## config.mk

```make
export PLATFORM = sky130hd
export DESIGN_NAME = tl_sensor_cond
export DESIGN_NICKNAME = d
export VERILOG_FILES = /design/src/rtl/tl_sensor_cond.sv
export SDC_FILE = /design/constraint.sdc
export NUM_CORES = 1
export LEC_CHECK = 0
export BUFFER_PORTS_ARGS = -buffer_cell sky130_fd_sc_hd__buf_2
export CAP_MARGIN = 10
export CORE_ASPECT_RATIO = 1.2
export CORE_MARGIN = 2
export CORE_UTILIZATION = 47
export CTS_CLUSTER_SIZE = 8
export DETAILED_ROUTE_END_ITERATION = 16
export GPL_TIMING_DRIVEN = 0
export PLACE_DENSITY = 0.62
export SYNTH_ARGS = -nofsm -noshare
export SYNTH_HDL_FRONTEND = slang
export SYNTH_SLANG_ARGS = --single-unit
```

## constraint.sdc

```tcl
create_clock -name clk -period 3.78 [get_ports clk]
set_input_delay 0.567 -clock clk [delete_from_list [all_inputs] [get_ports clk]]
set_output_delay 0.567 -clock clk [all_outputs]
set_load 0.1 [all_outputs]
```

## src/rtl/tl_sensor_cond.sv

```systemverilog
// Purpose : two-lane vehicle-detector conditioner (sync, debounce, hold-stretch) feeding Ta/Tb.
// Latency : Ta/Tb rise DEB_CYCLES+1 edges after raw first sampled high; fall HOLD_CYCLES+1 after low.
// Backpr. : none; detectors are level inputs and flags are continuously valid registered levels.
//
// Ports:
//   clk, reset       rising-edge clock, synchronous active-high reset
//   raw_a, raw_b     asynchronous loop-detector lines (1 = vehicle present)
//   Ta, Tb           conditioned traffic flags (registered, Moore)
//   clr_cnt          synchronous clear of both vehicle counters   (TL_SENS_CNT_EN)
//   cnt_a, cnt_b     saturating qualified-vehicle counters        (TL_SENS_CNT_EN)
// Build option: define TL_SENS_CNT_EN to include the per-lane vehicle counters.
module tl_sensor_cond #(
  parameter int DEB_CYCLES  = 4,
  parameter int HOLD_CYCLES = 8,
  parameter int CNT_W       = 8
) (
  input  logic             clk,
  input  logic             reset,
`ifdef TL_SENS_CNT_EN
  input  logic             clr_cnt,
  output logic [CNT_W-1:0] cnt_a,
  output logic [CNT_W-1:0] cnt_b,
`endif
  input  logic             raw_a,
  input  logic             raw_b,
  output logic             Ta,
  output logic             Tb
);

  localparam int TMAX = (DEB_CYCLES > HOLD_CYCLES) ? DEB_CYCLES : HOLD_CYCLES;
  localparam int TW   = $clog2(TMAX);
  localparam logic [TW-1:0] DEB_LAST  = TW'(DEB_CYCLES - 1);
  localparam logic [TW-1:0] HOLD_LAST = TW'(HOLD_CYCLES - 1);
  localparam logic [TW-1:0] TMR_ONE   = TW'(1);

  typedef enum logic [1:0] {
    ST_EMPTY = 2'd0,
    ST_RISE  = 2'd1,
    ST_OCC   = 2'd2,
    ST_HOLD  = 2'd3
  } state_e;

  // Index 0 is lane A, index 1 is lane B throughout.
  logic [1:0]    sync1_q;
  logic [1:0]    sync2_q;
  state_e        state_q [2];
  state_e        state_d [2];
  logic [TW-1:0] tmr_q   [2];
  logic [TW-1:0] tmr_d   [2];
  logic [1:0]    flag_q;
  logic [1:0]    flag_d;
  logic [1:0]    cnt_evt;

  // Two-flop synchroniser; the FSMs only ever see sync2_q.
  always_ff @(posedge clk) begin
    if (reset) begin
      sync1_q <= 2'b00;
      sync2_q <= 2'b00;
    end else begin
      sync1_q <= {raw_b, raw_a};
      sync2_q <= sync1_q;
    end
  end

  always_ff @(posedge clk) begin
    if (reset) begin
      for (int i = 0; i < 2; i++) begin
        state_q[i] <= ST_EMPTY;
        tmr_q[i]   <= '0;
      end
      flag_q <= 2'b00;
    end else begin
      for (int i = 0; i < 2; i++) begin
        state_q[i] <= state_d[i];
        tmr_q[i]   <= tmr_d[i];
      end
      flag_q <= flag_d;
    end
  end

  always_comb begin
    cnt_evt = 2'b00;
    flag_d  = 2'b00;
    for (int i = 0; i < 2; i++) begin
      state_d[i] = state_q[i];
      tmr_d[i]   = tmr_q[i];
      unique case (state_q[i])
        ST_EMPTY: begin
          if (sync2_q[i]) begin
            state_d[i] = ST_RISE;
            tmr_d[i]   = TMR_ONE;
          end
        end
        ST_RISE: begin
          if (!sync2_q[i]) begin
            state_d[i] = ST_EMPTY;
            tmr_d[i]   = '0;
          end else if (tmr_q[i] == DEB_LAST) begin
            state_d[i] = ST_OCC;
            tmr_d[i]   = '0;
            cnt_evt[i] = 1'b1;
          end else begin
            tmr_d[i] = tmr_q[i] + TMR_ONE;
          end
        end
        ST_OCC: begin
          if (!sync2_q[i]) begin
            state_d[i] = ST_HOLD;
            tmr_d[i]   = TMR_ONE;
          end
        end
        ST_HOLD: begin
          // A return to high while holding is treated as the same vehicle.
          if (sync2_q[i]) begin
            state_d[i] = ST_OCC;
            tmr_d[i]   = '0;
          end else if (tmr_q[i] == HOLD_LAST) begin
            state_d[i] = ST_EMPTY;
            tmr_d[i]   = '0;
          end else begin
            tmr_d[i] = tmr_q[i] + TMR_ONE;
          end
        end
        default: begin
          state_d[i] = ST_EMPTY;
          tmr_d[i]   = '0;
        end
      endcase
      // Flag is registered from the next state so it changes on the transition edge.
      flag_d[i] = (state_d[i] == ST_OCC) || (state_d[i] == ST_HOLD);
    end
  end

  assign Ta = flag_q[0];
  assign Tb = flag_q[1];

`ifdef TL_SENS_CNT_EN
  logic [CNT_W-1:0] cnt_q [2];

  // Clear dominates a same-edge count event; counters stick at all-ones.
  always_ff @(posedge clk) begin
    if (reset || clr_cnt) begin
      cnt_q[0] <= '0;
      cnt_q[1] <= '0;
    end else begin
      for (int i = 0; i < 2; i++) begin
        if (cnt_evt[i] && (cnt_q[i] != {CNT_W{1'b1}})) begin
          cnt_q[i] <= cnt_q[i] + 1'b1;
        end
      end
    end
  end

  assign cnt_a = cnt_q[0];
  assign cnt_b = cnt_q[1];
`endif

endmodule

```

==> results of run 1 <==
[power groups by stage]
stage / clock network, W / registers, W / logic, W
finish: 0.000108 / 0.000156 / 0.0000224
global placement: 0 / 0.000159 / 0.0000224
CTS: 0.000114 / 0.000156 / 0.0000229
global route: 0.000121 / 0.000156 / 0.0000254
detailed placement: 0 / 0.000159 / 0.0000228
floorplan: 0 / 0.000158 / 0.0000174
[cell families (layout without fill, tap and decap cells)]
family / after synthesis / count (layout) / share of synthesized area (%)
buffers and inverters: 11 / 20 / 5.67
adders and majority gates: 12 / 12 / 17.0
AOI/OAI and AO/OA: 21 / 21 / 15.7
DFF: 14 / 14 / 31.8
and+or+nand+nor: 34 / 34 / 25.7
xor gates and xnor gates: 1 / 1 / 1.84
muxes: 2 / 2 / 2.27
[flip-flops by register name (all words and copies together) (netlist names)]
register	count
sync1_q	2
state_q	4
tmr_q	6
sync2_q	2
[path summary, 6_finish.rpt]
| kind | from | endpoint | slack, ns | cells past startpoint |
|---|---|---|---|---|
| setup / recovery | state_q[0][3]$_SDFF_PP0_ | Tb | 2.00 | 1 |
| hold / removal | sync1_q[0]$_SDFF_PP0_ | sync2_q[0]$_SDFF_PP0_ | 0.45 | 1 |
| setup reg to reg | state_q[0][3]$_SDFF_PP0_ | tmr_q[0][3]$_SDFFE_PP0P_ | 2.16 | 5 |
| hold reg to reg | sync1_q[0]$_SDFF_PP0_ | sync2_q[0]$_SDFF_PP0_ | 0.45 | 1 |
[stage by stage]
stage / util (%) / total power [W] / hold WS [ns]
after floorplan: - / 0.000175 / 0.414
after global placement: 51.5 / 0.000181 / 0.421
after detailed placement: 51.5 / 0.000182 / 0.437
after CTS: 53.5 / 0.000292 / 0.457
after global routing: 53.5 / 0.000302 / 0.468
final: 53.5 / 0.000286 / 0.448
[metal layers]
| metal | track usage (%) | vias to the layer above | wire (um) |
|---|---|---|---|
| met5 | 0 | - | 0 |
| met1 | 19.0 | 321 | 650 |
| li1 | - | 355 | - |
| met4 | 7.58 | 0 | 12 |
| met3 | 4.24 | 2 | 34 |
| met2 | 26.0 | 7 | 787 |
[final cells by class]
type                       instances  area [um2]
fill                             177         841
clock buffer                       4        36.3
timing repair buffer               5        25.0
buffer                             3        20.0
tap                               19        23.8
multi-input combinational         70         552
inverter                           8        30.0
sequential                        14         280
[synth_stat cells (2+ instances only)]
cell type and number:
nand3_1 2, dfxtp_1 14, nand3b_1 3, mux2i_1 2, a21oi_1 5, nor2b_1 10
inv_1 8, o21ai_1 2, o21ai_0 3, ha_1 12, nor3_1 2, a31oi_1 2
nand2_1 4, nor3b_1 2, nor2_1 2, a211oi_1 2
==> out/results.ini, run 1 <==
[critical_path]
cpLargestDelayFamily=buffers and inverters
crit_fanout=7
crit_buf_inv=1
cp_cell_sequence=buf_2
critical-path-max-stage-delay_ns=0.47
cpMaxStageDelayCell=buf_2
worstSetupPathType=reg2out
worstPathArrival_ns=1.22
cp-end-kind=primary output
startpoint_type=register
critPathRequiredTime_ns=3.21

[die]
fp.dieW_um=43.5
initial_utilization_pct=48.8
io_pins=6
die-area_um2=2240
rows=17
fp.dieH_um=51.5
coreArea_um2=1810

[layout]
area_growth_pct=9.65
drive_above_1_share_pct=15.4
stdcell_area_um2=967
fin_cells=123
final_common_cell=dfxtp_1
final_nets=121
diodes=0
layout_common_cells=dfxtp_1, ha_1, nor2b_1

[timing]
finalWorstSetupSlack_ns=2.00
maxSlewViolCount=0
worst_pin_slew_ns=0.477
finalSetupTns_ns=0
finClkSkew_ns=0.00604
setup_viol=0
fmax_mhz=561
hold_violations=0
slew_headroom_pct=68.2
finalCritPeriodShare_pct=47.2
rsz0062_at_grt=false
layout_min_cycle_time_ns=1.78

[detailed_routing]
dr.first_iter.drc_count=5
drc=0
drtAntennaViolNets=0
via_per_inst=5.57
dr.pass1.iters=4
vias=685
drt-total-wl_mm=1.49
wl_per_cell_um=12.1

[yosys]
netlist_area_um2=882
synth-edff-count=0
synth_top_cell_area_share_pct=31.8
ys_types=36
synthCells=95
synth-seq-cells=14
async_reset_ff_share_pct=0
synth_top_flop_cell=dfxtp_1
ys_seq_area_share_pct=31.8
netlist_top_cells_area=dfxtp_1, ha_1, nor2b_1
synth_top_area_cell=dfxtp_1
synth_area_per_cell_um2=9.29
yosysWarnings=0
synth_fp_nets=111

[clocking]
clock_sinks=14
cts_setup_buffers=0
cts_hold_buf=0
tritoncts=yes
clockRootBuffer=clkbuf_4
cts_buffers=3
path_clk_slew_ns=0.09
clockBufferDepth=2
ctsResizeCount=0
htreeDepth=1
clock_latency_ns=0.28

[pwr]
leakagePower_nw=0.395
ir_worst_vdd_v=0.000193
switching_power_w=0.0000648
p_int_w=0.000221
p_clk_share_pct=37.8
seqPwrFrac_pct=54.4
combPwrFrac_pct=7.8
p_sw_share_pct=22.6
power_density_nw_per_um2=296

[global_route]
antenna_found_initial=0
grtUsageTotal_pct=15.9
grt_overflow_total=0
grt_max_degree=11
grt_pass1_vias=604
grt_pass1_wl_mm=2.64

[worst_hold_path]
hold_class=reg2reg

[placement]
place_congestion=0.728
place_inst=119
numPortBuffers=5
dpl-instance-area_um2=931
preCtsSetupSlack_ns=2.20
dpl.hpwl_mm=1.15

[status]
status=completed

[job]
max-cap-violations=0

Power figures use the tool's default switching activity.
==> run 2: changes to the inputs <==
- clock period: 3.78 -> 1.8 ns (I/O delays scaled with it)
==> run 2 against run 1 <==
Compared with the run above:
- design area grew 0.39%
- final cell count stayed put
- clock skew is 0.0033 ns lower
- sequential power up 110%
- wire length up 0.74%
- register-to-register slack got worse by 1.9 ns
- total power rose by 110%
- die area stayed put
- clock-buffer cell count did not move
- via count up 1.0%
- first-iteration DRC count is 40% higher
- sequential share of layout area up 0.27 points
- critical path type is now reg2reg
- largest cell class unchanged
==> out/results.ini, run 2 (synthesis results as in run 1) <==
[worst_hold_path]
hold_class=in2reg
min_path_cells=2
min_from=raw_a

[clocking]
path_clk_slew_ns=0.08
cts_hold_buf=0
ctsResizeCount=0
clock_latency_ns=0.27
cts_buffers=3
cts_setup_buffers=0
htreeDepth=1
clockBufferDepth=2
clockRootBuffer=clkbuf_4
tritoncts=yes
clock_sinks=14

[critical_path]
r2r-start=state_q[0][2]$_SDFF_PP0_
critPathRequiredTime_ns=1.95
crit_fanout=5
cpMaxStageDelayCell=dfxtp_1
worstSetupPathType=reg2reg
cp_cell_sequence=inv_1 > ha_1 > or3_1 > a21oi_1 > a211oi_2
critical-path-max-stage-delay_ns=0.42
cp-end-kind=register
crit_start=state_q[0][2]$_SDFF_PP0_
r2r_cells=5
startpoint_type=register
worstPathArrival_ns=1.70

[placement]
dpl-instance-area_um2=935
place_congestion=0.772
numPortBuffers=5
dpl.hpwl_mm=1.13
place_inst=119

[job]
max-cap-violations=0

[global_route]
antenna_found_initial=0
grt_max_degree=11
grt_pass1_wl_mm=2.78
grt_pass1_vias=663
grt_overflow_total=0
grtUsageTotal_pct=16.7

[layout]
drive_above_1_share_pct=16.3
layout_common_cells=dfxtp_1, ha_1, nor2b_1
largest_register_ff_count=6
stdcell_area_um2=971
top_regs=tmr_q (6), state_q (4)
fin_cells=123
top_register=tmr_q
diodes=0
area_growth_pct=10.1
final_common_cell=dfxtp_1
fillCellCount=187
final_nets=121

[pwr]
combPwrFrac_pct=8.0
p_int_w=0.000463
seqPwrFrac_pct=54.6
switching_power_w=0.000132
total_power_w=0.000595
leakagePower_nw=0.396
p_clk_share_pct=37.4
ir_worst_vdd_v=0.000440
p_sw_share_pct=22.1
power_density_nw_per_um2=613

[timing]
maxSlewViolCount=0
rsz0062_at_grt=false
finalCritPeriodShare_pct=86.3
finalSetupTns_ns=0
setup_viol=0
hold_ws_ns=0.205
fmax_mhz=644
finClkSkew_ns=0.00270
worst_pin_slew_ns=0.520
hold_violations=0
slew_headroom_pct=65.4
layout_min_cycle_time_ns=1.55

[detailed_routing]
drc=0
dr.first_iter.drc_count=7
dr.pass1.iters=2
drtAntennaViolNets=0
drt-total-wl_mm=1.50
vias=692
wl_per_cell_um=12.2
via_per_inst=5.63

[die]
rows=17
fp.dieH_um=51.5
die-area_um2=2240
fp.dieW_um=43.5
coreArea_um2=1810
initial_utilization_pct=48.8
io_pins=6

[status]
status=completed

[run 2: cell counts in the layout (fill, tap and decap cells not counted)]
No cell type changed its count.
[run 2: worst max-delay path: cells and delay by family (launching register included)]
kind            cells  cell delay, ns
compound gates      2            0.24
fa+ha+maj           1            0.32
flops               1            0.42
simple gates        1            0.36
buf+inv             1            0.09
[run 2: power groups by stage]
stage	Sequential (W)	Clock [W]	Combinational (W)
after floorplan	0.000330	0	0.0000365
after global placement	0.000332	0	0.0000470
after detailed placement	0.000332	0	0.0000480
after CTS	0.000325	0.000234	0.0000482
after global routing	0.000326	0.000250	0.0000545
final	0.000325	0.000222	0.0000476
[run 2: through the flow]
stage	worst slack (ns)	util, %
after floorplan	0.0313	-
after global placement	0.293	51.7
after detailed placement	0.286	51.7
after CTS	0.263	53.7
after global routing	0.168	53.7
final	0.247	53.7
[run 2: metal layers]
layer	up-vias	part of all wire [%]	global-route usage (%)
met1	331	46	18.2
li1	356	-	-
met4	0	0.80	7.58
met2	3	52	28.7
met5	-	0	0
met3	2	1.5	5.30
[run 2: final timing paths]
path | to | slack, ns
worst min-delay path | sync1_q[0]$_SDFF_PP0_ | 0.21
worst max register to register | tmr_q[0][3]$_SDFFE_PP0P_ | 0.25
worst max-delay path | tmr_q[0][3]$_SDFFE_PP0P_ | 0.25
worst min register to register | sync2_q[0]$_SDFF_PP0_ | 0.46
[run 2: cell type report]
cell class                 count  area [um2]  area share (%)
sequential                    14         284            29.3
tap                           19        23.8            2.45
clock buffer                   4        36.3            3.74
buffer                         3        20.0            2.06
inverter                       8        30.0            3.09
timing repair buffer           5        25.0            2.58
multi-input combinational     70         552            56.8
